===== config.mk =====
export PLATFORM = sky130hd
export DESIGN_NAME = serial_subtractor_flat
export DESIGN_NICKNAME = d
export VERILOG_FILES = /design/src/rtl/serial_subtractor_if.sv /design/src/rtl/serial_subtractor.sv /design/src/flat_wrapper.sv
export SDC_FILE = /design/constraint.sdc
export NUM_CORES = 1
export LEC_CHECK = 0
export BUFFER_PORTS_ARGS = -buffer_cell sky130_fd_sc_hd__buf_2
export CAP_MARGIN = 20
export CORE_UTILIZATION = 52
export CTS_CLUSTER_SIZE = 25
export DETAILED_ROUTE_END_ITERATION = 16
export PLACE_DENSITY = 0.75
export SYNTH_ARGS = -nofsm -noshare
export SYNTH_HDL_FRONTEND = slang
export SYNTH_SLANG_ARGS = --single-unit
export TNS_END_PERCENT = 50

===== constraint.sdc =====
create_clock -name clk -period 1.9 [get_ports clk]
set_input_delay 0.38 -clock clk [delete_from_list [all_inputs] [get_ports clk]]
set_output_delay 0.38 -clock clk [all_outputs]
set_load 0.005 [all_outputs]

===== src/rtl/serial_subtractor_if.sv =====
// Operand/result handshake bundle for the bit-serial subtractor.
// The producer/consumer side uses master; the subtractor itself uses slave.
interface serial_subtractor_if #(
    parameter int WIDTH = 8
);
    logic             in_valid;
    logic             in_ready;
    logic [WIDTH-1:0] a;
    logic [WIDTH-1:0] b;
    logic             out_valid;
    logic             out_ready;
    logic [WIDTH-1:0] diff;
    logic             borrow;
    logic             ovf;

    modport master (
        output in_valid, a, b, out_ready,
        input  in_ready, out_valid, diff, borrow, ovf
    );

    modport slave (
        input  in_valid, a, b, out_ready,
        output in_ready, out_valid, diff, borrow, ovf
    );
endinterface


===== src/rtl/serial_subtractor.sv =====
// Bit-serial subtractor: diff = a - b, one full-adder cell (b inverted) per clock,
// LSB first, with valid/ready on both the operand and the result side.
module serial_subtractor #(
    parameter int WIDTH = 8
) (
    input  logic               clk,
    input  logic               rst_n,
    serial_subtractor_if.slave bus,
    output logic               busy
);
    localparam int CNT_W = $clog2(WIDTH);

    typedef enum logic [1:0] {
        IDLE = 2'd0,
        RUN  = 2'd1,
        DONE = 2'd2
    } state_t;

    state_t             state;
    state_t             state_nxt;
    logic [WIDTH-1:0]   a_sh;
    logic [WIDTH-1:0]   b_sh;
    logic [WIDTH-1:0]   diff_q;
    logic [CNT_W-1:0]   cnt;
    logic               br;
    logic               borrow_q;
    logic               ovf_q;
    logic               in_ready;
    logic               out_valid;
    logic               a_bit;
    logic               b_bit;
    logic               d_bit;
    logic               br_nxt;
    logic               last_bit;

    // Borrow-chain cell: equivalent to a full adder fed with ~b and an inverted carry.
    assign a_bit    = a_sh[0];
    assign b_bit    = b_sh[0];
    assign d_bit    = a_bit ^ b_bit ^ br;
    assign br_nxt   = (~a_bit & b_bit) | (~(a_bit ^ b_bit) & br);
    assign last_bit = (cnt == CNT_W'(WIDTH - 1));

    always_comb begin
        state_nxt = state;
        in_ready  = 1'b0;
        out_valid = 1'b0;
        case (state)
            IDLE: begin
                in_ready = 1'b1;
                if (bus.in_valid) state_nxt = RUN;
            end
            RUN: begin
                if (last_bit) state_nxt = DONE;
            end
            DONE: begin
                out_valid = 1'b1;
                if (bus.out_ready) state_nxt = IDLE;
            end
            default: state_nxt = IDLE;
        endcase
    end

    always_ff @(posedge clk or negedge rst_n) begin
        if (!rst_n) begin
            state <= IDLE;
        end else begin
            state <= state_nxt;
        end
    end

    // diff_q doubles as the result shift register; it is only meaningful in DONE
    // and otherwise holds whatever was last shifted in.
    always_ff @(posedge clk or negedge rst_n) begin
        if (!rst_n) begin
            a_sh     <= '0;
            b_sh     <= '0;
            diff_q   <= '0;
            cnt      <= '0;
            br       <= 1'b0;
            borrow_q <= 1'b0;
            ovf_q    <= 1'b0;
        end else begin
            case (state)
                IDLE: begin
                    if (bus.in_valid) begin
                        a_sh <= bus.a;
                        b_sh <= bus.b;
                        br   <= 1'b0;
                        cnt  <= '0;
                    end
                end
                RUN: begin
                    a_sh   <= a_sh >> 1;
                    b_sh   <= b_sh >> 1;
                    diff_q <= {d_bit, diff_q[WIDTH-1:1]};
                    br     <= br_nxt;
                    cnt    <= cnt + CNT_W'(1);
                    if (last_bit) begin
                        // On the last bit a_bit/b_bit are the operand sign bits.
                        borrow_q <= br_nxt;
                        ovf_q    <= (a_bit ^ b_bit) & (a_bit ^ d_bit);
                    end
                end
                default: ;
            endcase
        end
    end

    assign bus.in_ready  = in_ready;
    assign bus.out_valid = out_valid;
    assign bus.diff      = diff_q;
    assign bus.borrow    = borrow_q;
    assign bus.ovf       = ovf_q;
    assign busy          = (state != IDLE);
endmodule


===== src/flat_wrapper.sv =====
// flat-port wrapper written by rule: the top's interface ports become plain ports
module serial_subtractor_flat 
#(
    parameter int WIDTH = 8
)
  (clk, rst_n, busy, bus_in_valid, bus_a, bus_b, bus_out_ready, bus_in_ready, bus_out_valid, bus_diff, bus_borrow, bus_ovf);
  serial_subtractor_if #(.WIDTH(WIDTH)) bus_i ();
  input  logic clk;
  input  logic rst_n;
  output logic busy;
  input wire logic [$bits(bus_i.in_valid)-1:0] bus_in_valid;
  input wire logic [$bits(bus_i.a)-1:0] bus_a;
  input wire logic [$bits(bus_i.b)-1:0] bus_b;
  input wire logic [$bits(bus_i.out_ready)-1:0] bus_out_ready;
  output wire logic [$bits(bus_i.in_ready)-1:0] bus_in_ready;
  output wire logic [$bits(bus_i.out_valid)-1:0] bus_out_valid;
  output wire logic [$bits(bus_i.diff)-1:0] bus_diff;
  output wire logic [$bits(bus_i.borrow)-1:0] bus_borrow;
  output wire logic [$bits(bus_i.ovf)-1:0] bus_ovf;
  assign bus_i.in_valid = bus_in_valid;
  assign bus_i.a = bus_a;
  assign bus_i.b = bus_b;
  assign bus_i.out_ready = bus_out_ready;
  assign bus_in_ready = bus_i.in_ready;
  assign bus_out_valid = bus_i.out_valid;
  assign bus_diff = bus_i.diff;
  assign bus_borrow = bus_i.borrow;
  assign bus_ovf = bus_i.ovf;
  serial_subtractor #(.WIDTH(WIDTH)) u_core (.clk(clk), .rst_n(rst_n), .bus(bus_i), .busy(busy));
endmodule

==> impl_metrics.ini <==
[outcome]
outcome = finished clean

[clock_network]
clock_latency_ns = 0.33
cts_setup_buffers = 0
cts_sinks = 32
cts_hold_buf = 0
clock_path_buffers = 2
cts_resized = 0
root_buffer = clkbuf_4
clk_pin_slew_ns = 0.09
cts_buffers = 5
cts_tree = built
cts_max_level = 2

[cells_and_area]
antennaDiodeCount = 0
areaGrowthSynthToFinish_pct = 12.9
fillers = 215
stdcell_area_um2 = 1610
fin_util = 0.634
fin_nets = 173
drive_above_1_share = 0.329

[floorplan]
dieArea_um2 = 2960
num_rows = 18
floorplan.die.height_um = 54.4
initial_core_util = 0.561
die_w_um = 54.4
coreArea_um2 = 2540
io_pins = 33

[synthesis]
synth_seq_cells = 32
synth_edf_count = 0
synth_nets = 141
async_flop_share = 1.00
synthTopCellsByCount = 32 x dfrtp_1, 19 x o22ai_1, 8 x mux2_2, 7 x a21oi_1, 7 x a2bb2oi_1
syn_avg_cell_area_um2 = 12.2
synthCells = 117
seq_area_frac_synth = 0.560
yosys_warnings = 0
synth_area_um2 = 1430
ys_top_cells_by_area = dfrtp_1 56%, o22ai_1 8.3%, mux2_2 6.3%
yosysMostFrequentCell = dfrtp_1
yosys.area.top_type = dfrtp_1
synth_top_area_share = 0.560
yosys.cell_types.count = 26
synth-main-ff-cell = dfrtp_1

[critical_path]
crit_fanout = 10
cp.arrival_ns = 1.37
critical_path_class = flip-flop to output port
crit_path_end_kind = output port
crit_required_ns = 1.52
startpoint_type = flip-flop

[power_and_ir_drop]
cellPowerDensity_nw_per_um2 = 1680
p_leak_uw = 0.000759
peakVddDrop_mv = 1.01

[routing]
viasPerCell = 5.98
drt_iter0_drc = 19
wl_per_cell_um = 15.0
antenna_left = 0
drcViolationCount = 0
vias = 1070
finalWirelength_um = 2690
first_pass_iters = 4

[placement]
place_ws_ns = 0.466
place.gp.congestion = 0.717
port_buffers = 32
place_area_um2 = 1570
dp_hpwl_um = 1900

[global_routing]
grt_pass1_wl_um = 4200
grt_overflow_total = 0
grt_max_degree = 33
grt_antenna_before_repair = 0
grt_usage = 0.213
grt_pass1_vias = 964

[timing]
tns_ns = 0
worst_slack_ns = 0.153
setup-violations-final = 0
fin_crit_sh = 0.919
hold_viol_final = 0
tightest_slew_ns = 0.697
relSlewSlack = 0.535
fin_crit_ns = 1.75
maxSlewViolCount = 0
rsz0062_at_grt = false
clock_skew_ns = 0.00979
clock.fmax_mhz = 572

[worst_hold_path]
hold_class = input pin to async pin

[flow_run]
max_cap_viol_count = 0
cell type report:
type | count | area, um^2 | area share
well taps | 30 | 37.5 | 0.0233
multi-input cells | 73 | 546 | 0.338
inverters | 4 | 15.0 | 0.00931
repair buffers | 33 | 168 | 0.104
flip-flops and latches | 32 | 801 | 0.497
clock inverters | 1 | 5.00 | 0.00310
clock buffers | 6 | 41.3 | 0.0256
metrics by stage:
| stage | hold WS, ns | total power [uW] | cells |
|---|---|---|---|
| 6_report | 0.0929 | 2700 | 179 |
| 3_3_place_gp | 0.448 | 2320 | 172 |
| 5_1_grt | 0.128 | 2940 | 179 |
| 3_5_place_dp | 0.461 | 2390 | 172 |
| 2_1_floorplan | 0.0844 | 2120 | 117 |
| 4_1_cts | 0.108 | 2730 | 179 |
kinds of logic after synthesis:
| family | count (synthesis) | share of synthesized area |
|---|---|---|
| xor+xnor | 1 | 0.00613 |
| fa+ha+maj | 4 | 0.0403 |
| flops | 32 | 0.560 |
| simple gates | 16 | 0.0622 |
| buf+inv | 12 | 0.0578 |
| mux | 8 | 0.0630 |
| compound gates | 44 | 0.210 |
where the power goes:
group          internal (uW)  switching (uW)  leakage, uW
sequential              1010             243     0.000384
clock                    136             209    0.0000281
combinational            595             513     0.000348
total                   1740             966     0.000759
worst max-delay path, cell delays in order (launching register included):
cell	delay, ns
dfrtp_1	0.53
inv_1	0.24
nor2_1	0.15
buf_2	0.13
final timing paths:
check | endpoint | depth (start not counted) | start | slack, ns
setup / recovery | bus_out_valid | 3 | u_core.state[1] | 0.15
max in group asynchronous | u_core.bus.ovf | 1 | rst_n | 1.36
hold reg to reg | u_core.bus.ovf | 2 | u_core.bus.ovf | 0.48
setup reg to reg | u_core.bus.ovf | 4 | u_core.a_sh[0] | 0.46
min in group clk | u_core.state[1] | 2 | bus_out_ready | 0.23
hold / removal | u_core.bus.borrow | 1 | rst_n | 0.09
flip-flops by register name, summed over array words and instances (netlist names):
| name | flops |
|---|---|
| u_core.a_sh | 8 |
| u_core.b_sh | 8 |
| u_core.br | 1 |
| u_core.bus.borrow | 1 |
| u_core.bus.diff | 8 |
| u_core.bus.ovf | 1 |
| u_core.cnt | 3 |
| u_core.state | 2 |
cell usage in the layout (no fill, tap or decap), drive strengths merged, types with 5 or more instances in the layout:
cell type,synthesis,routed
dfrtp,32,32
clkbuf,0,6
a2bb2oi,7,7
mux2,8,8
buf,8,33
a21oi,7,7
o22ai,19,19
nor2,5,5
layer usage:
layer  up-vias  part of all wire  wire (um)  GRT usage
li1        499                 -          -          -
met1       511              0.43       1150      0.255
met2        49              0.48       1300      0.341
met3        11             0.068        183     0.0583
met4         0             0.020         55      0.124
met5         -                 0          0          0
Note: power is estimated with default switching activity, not from simulation.
